==> config.mk <==
export PLATFORM = sky130hd
export DESIGN_NAME = calc_ctrl
export DESIGN_NICKNAME = d
export VERILOG_FILES = /design/src/rtl/calc_pkg.sv /design/src/rtl/alu.sv /design/src/rtl/calc_ctrl.sv
export SDC_FILE = /design/constraint.sdc
export NUM_CORES = 1
export LEC_CHECK = 0
export CAP_MARGIN = 20
export CELL_PAD_IN_SITES_DETAIL_PLACEMENT = 0
export CELL_PAD_IN_SITES_GLOBAL_PLACEMENT = 2
export CORE_MARGIN = 2
export CORE_UTILIZATION = 30
export DETAILED_ROUTE_END_ITERATION = 16
export MAX_ROUTING_LAYER = met4
export PLACE_DENSITY = 0.72
export SLEW_MARGIN = 15
export SYNTH_ARGS = -nofsm -noshare
export SYNTH_HDL_FRONTEND = slang
export SYNTH_SLANG_ARGS = --single-unit
==> constraint.sdc <==
create_clock -name clk -period 2.8 [get_ports clk]
set_clock_uncertainty 0.15 [all_clocks]
set_input_delay 0.7 -clock clk [delete_from_list [all_inputs] [get_ports clk]]
set_output_delay 0.7 -clock clk [all_outputs]
set_load 0.01 [all_outputs]
==> src/rtl/calc_pkg.sv <==
// Shared definitions for the calc_ctrl token calculator.
//   op_e    : 3-bit ALU op codes carried in in_data[2:0] of an op token
//   kind_e  : 2-bit token kinds carried on in_kind
//   state_e : controller FSM states
package calc_pkg;

    typedef enum logic [2:0] {
        OP_ADD   = 3'b000,
        OP_SUB   = 3'b001,
        OP_AND   = 3'b010,
        OP_OR    = 3'b011,
        OP_XOR   = 3'b100,
        OP_NOT   = 3'b101,
        OP_PASSA = 3'b110,
        OP_PASSB = 3'b111
    } op_e;

    typedef enum logic [1:0] {
        K_OPND  = 2'b00,
        K_OP    = 2'b01,
        K_EQ    = 2'b10,
        K_CLR   = 2'b11
    } kind_e;

    typedef enum logic [2:0] {
        S_IDLE,
        S_GOT_A,
        S_GOT_OP,
        S_GOT_B,
        S_EXEC,
        S_DONE
    } state_e;

    // Unary ops only read A, so equals may follow the op directly.
    function automatic logic is_unary(op_e op);
        return (op == OP_NOT) || (op == OP_PASSA);
    endfunction

endpackage

==> src/rtl/alu.sv <==
// Combinational ALU used by calc_ctrl.
//   A, B   : operands
//   sel    : op code (calc_pkg::op_e)
//   result : WIDTH-bit result; ADD/SUB wrap modulo 2^WIDTH, no carry out
module alu
    import calc_pkg::*;
#(
    parameter int WIDTH = 4
) (
    input  logic [WIDTH-1:0] A,
    input  logic [WIDTH-1:0] B,
    input  op_e              sel,
    output logic [WIDTH-1:0] result
);

    always_comb begin
        result = '0;
        case (sel)
            OP_ADD:   result = A + B;
            OP_SUB:   result = A - B;
            OP_AND:   result = A & B;
            OP_OR:    result = A | B;
            OP_XOR:   result = A ^ B;
            OP_NOT:   result = ~A;
            OP_PASSA: result = A;
            OP_PASSB: result = B;
            default:  result = '0;
        endcase
    end

endmodule

==> src/rtl/calc_ctrl.sv <==
// Token-driven calculator controller. Collects operand A, an op, operand B
// (skipped for unary ops), executes on an equals token and presents the
// result through a valid/ready handshake. A consumed result becomes the new
// A so expressions can be chained.
//   clk, rst_n          : clock, async active-low reset
//   in_valid/in_ready   : token handshake
//   in_kind, in_data    : token type and payload
//   res_valid/res_ready : result handshake
//   res_data            : registered ALU result
//   err                 : one-cycle pulse after an illegal token is accepted
module calc_ctrl
    import calc_pkg::*;
#(
    parameter int WIDTH = 4
) (
    input  logic             clk,
    input  logic             rst_n,
    input  logic             in_valid,
    output logic             in_ready,
    input  logic [1:0]       in_kind,
    input  logic [WIDTH-1:0] in_data,
    output logic             res_valid,
    input  logic             res_ready,
    output logic [WIDTH-1:0] res_data,
    output logic             err
);

    state_e           r_state, w_next;
    logic [WIDTH-1:0] r_a, r_b, r_res;
    op_e              r_op;
    logic             r_res_valid, r_err;
    // Low through reset and the first edge after release, so no token can
    // be accepted on the release edge.
    logic             r_up;

    kind_e            w_kind;
    logic             w_acc;
    logic             w_ld_a, w_ld_b, w_ld_op, w_clr, w_illegal, w_cap, w_hs;
    logic [WIDTH-1:0] w_alu;

    assign w_kind = kind_e'(in_kind);
    assign w_acc  = in_valid & in_ready;

    alu #(.WIDTH(WIDTH)) u_alu (
        .A      (r_a),
        .B      (r_b),
        .sel    (r_op),
        .result (w_alu)
    );

    // State register
    always_ff @(posedge clk or negedge rst_n) begin
        if (!rst_n) r_state <= S_IDLE;
        else        r_state <= w_next;
    end

    // Next-state and datapath strobes
    always_comb begin
        w_next    = r_state;
        w_ld_a    = 1'b0;
        w_ld_b    = 1'b0;
        w_ld_op   = 1'b0;
        w_clr     = 1'b0;
        w_illegal = 1'b0;
        w_cap     = 1'b0;
        w_hs      = 1'b0;
        case (r_state)
            S_EXEC: begin
                w_cap  = 1'b1;
                w_next = S_DONE;
            end
            // res_valid is always high here, so res_ready alone completes it
            S_DONE: begin
                if (res_ready) begin
                    w_hs   = 1'b1;
                    w_next = S_GOT_A;
                end
            end
            default: begin
                if (w_acc) begin
                    if (w_kind == K_CLR) begin
                        w_clr  = 1'b1;
                        w_next = S_IDLE;
                    end else begin
                        case (r_state)
                            S_IDLE: begin
                                if (w_kind == K_OPND) begin
                                    w_ld_a = 1'b1;
                                    w_next = S_GOT_A;
                                end else w_illegal = 1'b1;
                            end
                            S_GOT_A: begin
                                case (w_kind)
                                    K_OPND: w_ld_a = 1'b1;
                                    K_OP: begin
                                        w_ld_op = 1'b1;
                                        w_next  = S_GOT_OP;
                                    end
                                    default: w_illegal = 1'b1;
                                endcase
                            end
                            S_GOT_OP: begin
                                case (w_kind)
                                    K_OPND: begin
                                        w_ld_b = 1'b1;
                                        w_next = S_GOT_B;
                                    end
                                    K_OP: w_ld_op = 1'b1;
                                    K_EQ: begin
                                        if (is_unary(r_op)) w_next = S_EXEC;
                                        else                w_illegal = 1'b1;
                                    end
                                    default: ;
                                endcase
                            end
                            S_GOT_B: begin
                                case (w_kind)
                                    K_OPND:  w_ld_b = 1'b1;
                                    K_EQ:    w_next = S_EXEC;
                                    default: w_illegal = 1'b1;
                                endcase
                            end
                            default: ;
                        endcase
                    end
                end
            end
        endcase
    end

    // Outputs
    always_comb begin
        in_ready = 1'b0;
        case (r_state)
            S_IDLE, S_GOT_A, S_GOT_OP, S_GOT_B: in_ready = r_up;
            default:                            in_ready = 1'b0;
        endcase
    end

    assign res_valid = r_res_valid;
    assign res_data  = r_res;
    assign err       = r_err;

    // Datapath registers
    always_ff @(posedge clk or negedge rst_n) begin
        if (!rst_n) begin
            r_a         <= '0;
            r_b         <= '0;
            r_op        <= OP_ADD;
            r_res       <= '0;
            r_res_valid <= 1'b0;
            r_err       <= 1'b0;
            r_up        <= 1'b0;
        end else begin
            r_up  <= 1'b1;
            r_err <= w_illegal;
            if (w_clr) begin
                r_a  <= '0;
                r_b  <= '0;
                r_op <= OP_ADD;
            end
            if (w_ld_a)  r_a  <= in_data;
            if (w_hs)    r_a  <= r_res;
            if (w_ld_b)  r_b  <= in_data;
            if (w_ld_op) r_op <= op_e'(in_data[2:0]);
            if (w_cap) begin
                r_res       <= w_alu;
                r_res_valid <= 1'b1;
            end
            if (w_hs) r_res_valid <= 1'b0;
        end
    end

endmodule

==> metrics.md <==
| Metric | Value |
|---|---|
| Initial antenna violation count | `0` |
| Skew-Pair Late Insertion Delay | `0.27 ns` |
| Bufs on Longest Clock Path | `2` |
| Synth Warn # | `0` |
| Critical Path Start | `r_op[2]$_DFFE_PN0P_` |
| Row cnt | `27` |
| RSZ-0062 raised after global routing | `no` |
| Count of maximum capacitance violations | `0` |
| Relative slew slack | `between 60% and 70%` |
| Worst r2r src | `r_op[2]$_DFFE_PN0P_` |
| CP endpoint kind | `flip-flop` |
| Die Height | `80.2 um` |
| CTS buffer count | `3` |
| Max Freq | `0.388 GHz` |
| Via count | `about 1400` |
| Clk slew on worst S/H paths | `0.09 ns` |
| DR iter-0 viols | `44` |
| Clk sinks | `21` |
| Clock Tree Root | `clkbuf_8` |
| Worst reg2reg path depth | `8` |
| Die Wd | `80.2 um` |
| Number of port buffers | `16` |
| Outcome | `completed` |
| Leakage | `0.881 nW` |
| Crit share post-route | `between 90 and 100%` |
| Area growth, synth to finish | `17.6%` |
| Drt first pass iters | `4` |
| Cells after synthesis | `198` |
| CTS resizes | `0` |
| Arr. time, crit path | `2.58 ns` |
| CTS tree | `done` |
| Filler cell count in the final layout | `approximately 610` |
| Post-DR vias/cell | `4.86` |
| Setup-failing EPs final | `0` |
| Slew @ Worst Pin | `0.556 ns` |
| Crit path time final | `around 2.6 ns` |
| Sum of negative setup slack | `0 ns` |
| Power consumption | `0.00206 W` |
| Total GRT Usage | `14.4%` |
| Count of final hold-check violations | `0` |
| Power Density | `approximately 1000 mW/mm2` |
| HPWL after detailed placement | `3.07 mm` |
| R2R setup slack | `0.22 ns` |
| H-tree depth | `1` |
| Max FO, Critical Path | `3` |
| WS Path Type | `reg2reg` |
| Seq cells post-synth | `21` |
| Grt ovf | `0` |
| Share of layout cells above drive strength 1 | `about 15%` |
| ANT cells | `0` |
| Nets | `approximately 250` |
| IO Count | `17` |
| DIE AREA | `0.00643 mm2` |
| Routed WL | `4.10 mm` |
| Worst path required time | `roughly 2.8 ns` |
| Pin count of the biggest net entering global routing | `22` |
| Wire length per cell | `14.1 um` |
| CP startpoint kind | `flip-flop` |
| Hold_buf cts | `0` |
| Mapped cell area | `0.00174 mm2` |
| Vias in the first global route | `1384` |
| Distinct cells, synth | `48` |
| Final slew viol count | `0` |
| Starting Density | `31.4%` |
| Syn nets | `225` |
| Post-DRT Antenna Nets | `0` |
| Max VDD drop | `0.000404 V` |
| Hold Crit Start | `res_valid$_DFFE_PN0P_` |
| Min-delay worst type | `reg2reg` |
| Post-synthesis average cell area | `8.79 um2` |
| Worst Hold Depth | `1` |
| First-pass GRT wire length | `6.98 mm` |
| DRC viols | `0` |
| Seq/Total Area, Yosys | `30.2%` |
| GP Congestion | `0.814` |
| Post-CTS Setup Repair Bufs | `0` |
| Core ar. | `0.00554 mm2` |
[layout by cell type (no fill, tap or decap), types with 3 or more instances in the layout]
master	n
a31o_2	3
nand3_1	14
xnor2_1	4
nand3b_1	4
mux2i_1	4
nand2b_1	3
buf_4	12
inv_1	16
nand2_1	14
o21ai_0	10
a21oi_1	7
clkdlybuf4s50_1	16
clkbuf_8	3
nor2_1	18
a21oi_2	3
nor2b_1	6
dfrtp_1	21
a31oi_1	7
ha_1	16
[cell families after synthesis]
| kind of cell | after synthesis | synth area share, % |
|---|---|---|
| and+or+nand+nor | 75 | 22.9 |
| AOI/OAI and AO/OA | 42 | 16.5 |
| buffers and inverters | 28 | 8.27 |
| DFF | 21 | 30.2 |
| adders and majority gates | 17 | 12.7 |
| muxes | 8 | 6.18 |
| xor gates and xnor gates | 6 | 3.02 |
| other | 1 | 0.215 |
[cell type report]
class	count	area, um2	share of cell area [%]
Timing Repair Buffer	28	250	12.2
Inverter	17	63.8	3.12
Multi-Input combinational cell	149	1070	52.3
Clock buffer	3	41.3	2.02
Clock inverter	1	5.00	0.244
Sequential cell	21	526	25.7
Tap cell	72	90.1	4.40
[through the flow]
step                util (%)  hold WS, ns  instance area (um2)  setup WS (ns)  std cells
finish                  36.9        0.343                 2050          0.222        291
global route            36.9        0.376                 2050          0.104        291
detailed placement      36.1        0.325                 2000         0.0726        287
floorplan                  -        0.254                 1740          0.368        198
CTS                     36.9        0.345                 2050          0.187        291
global placement        36.1        0.316                 2000          0.116        287
[routing by layer]
layer	vias up	track usage, %	share of wire, %
met1	666	20.6	53
met4	0	4.07	0.88
met5	-	-	0
met2	15	21.8	45
met3	2	1.01	1.1
li1	731	-	-
[critical path: stages, from the launching register on]
cell and delay [ns]:
dfrtp_1 0.40, nor3b_2 0.28, mux2i_1 0.33, ha_1 0.28
nor2b_1 0.13, o21a_1 0.17, or4_1 0.40, mux2i_1 0.24
o22ai_1 0.10
[path summary, 6_finish.rpt]
check                                          endpoint
worst min register to register    res_valid$_DFFE_PN0P_
min in group asynchronous           r_op[0]$_DFFE_PN0P_
worst max-delay path            res_data[3]$_DFFE_PN0P_
worst max register to register  res_data[3]$_DFFE_PN0P_
worst min-delay path              res_valid$_DFFE_PN0P_
max in group asynchronous            r_b[2]$_DFFE_PN0P_
[cells in the mapped netlist (all sizes together)]
library cell / count / area share, %
ha: 16 / 12
dfrtp: 21 / 30
xnor2: 4 / 2.0
nand2b: 3 / 1.1
mux4: 2 / 2.6
nor3b: 2 / 1.2
or4: 1 / 0.43
clkbuf: 2 / 0.43
o21a: 2 / 0.86
a221oi: 2 / 2.0
or2b: 1 / 0.43
mux2: 2 / 1.3
and3: 1 / 0.36
nand4: 2 / 0.72
o211ai: 2 / 0.86
mux2i: 4 / 2.3
o31ai: 1 / 0.43
conb: 1 / 0.22
and4bb: 1 / 0.72
and2b: 1 / 0.43
a221o: 1 / 0.58
nand3b: 4 / 1.7
nor3: 2 / 0.58
nand2: 14 / 3.0
a31o: 3 / 1.5
buf: 9 / 4.2
inv: 17 / 3.7
xor2: 2 / 1.0
fa: 1 / 1.2
nor2: 18 / 3.9
a21oi: 10 / 3.5
a21o: 1 / 0.43
nand4b: 1 / 0.50
or2: 2 / 0.72
o22ai: 1 / 0.36
o21ai: 12 / 3.5
a31oi: 7 / 2.5
nor2b: 8 / 3.2
nand3: 14 / 4.0
[sequential cells by signal, summed over array words and instances (netlist names)]
signal     flops
r_a            4
r_b            4
res_data       4
r_op           3
r_state        3
err            1
r_up           1
res_valid      1
[where the power goes]
group          internal [W]  switching (W)
sequential         0.000420       0.000167
combinational      0.000640       0.000629
clock             0.0000993       0.000108
(Power assumes the default switching activity.)
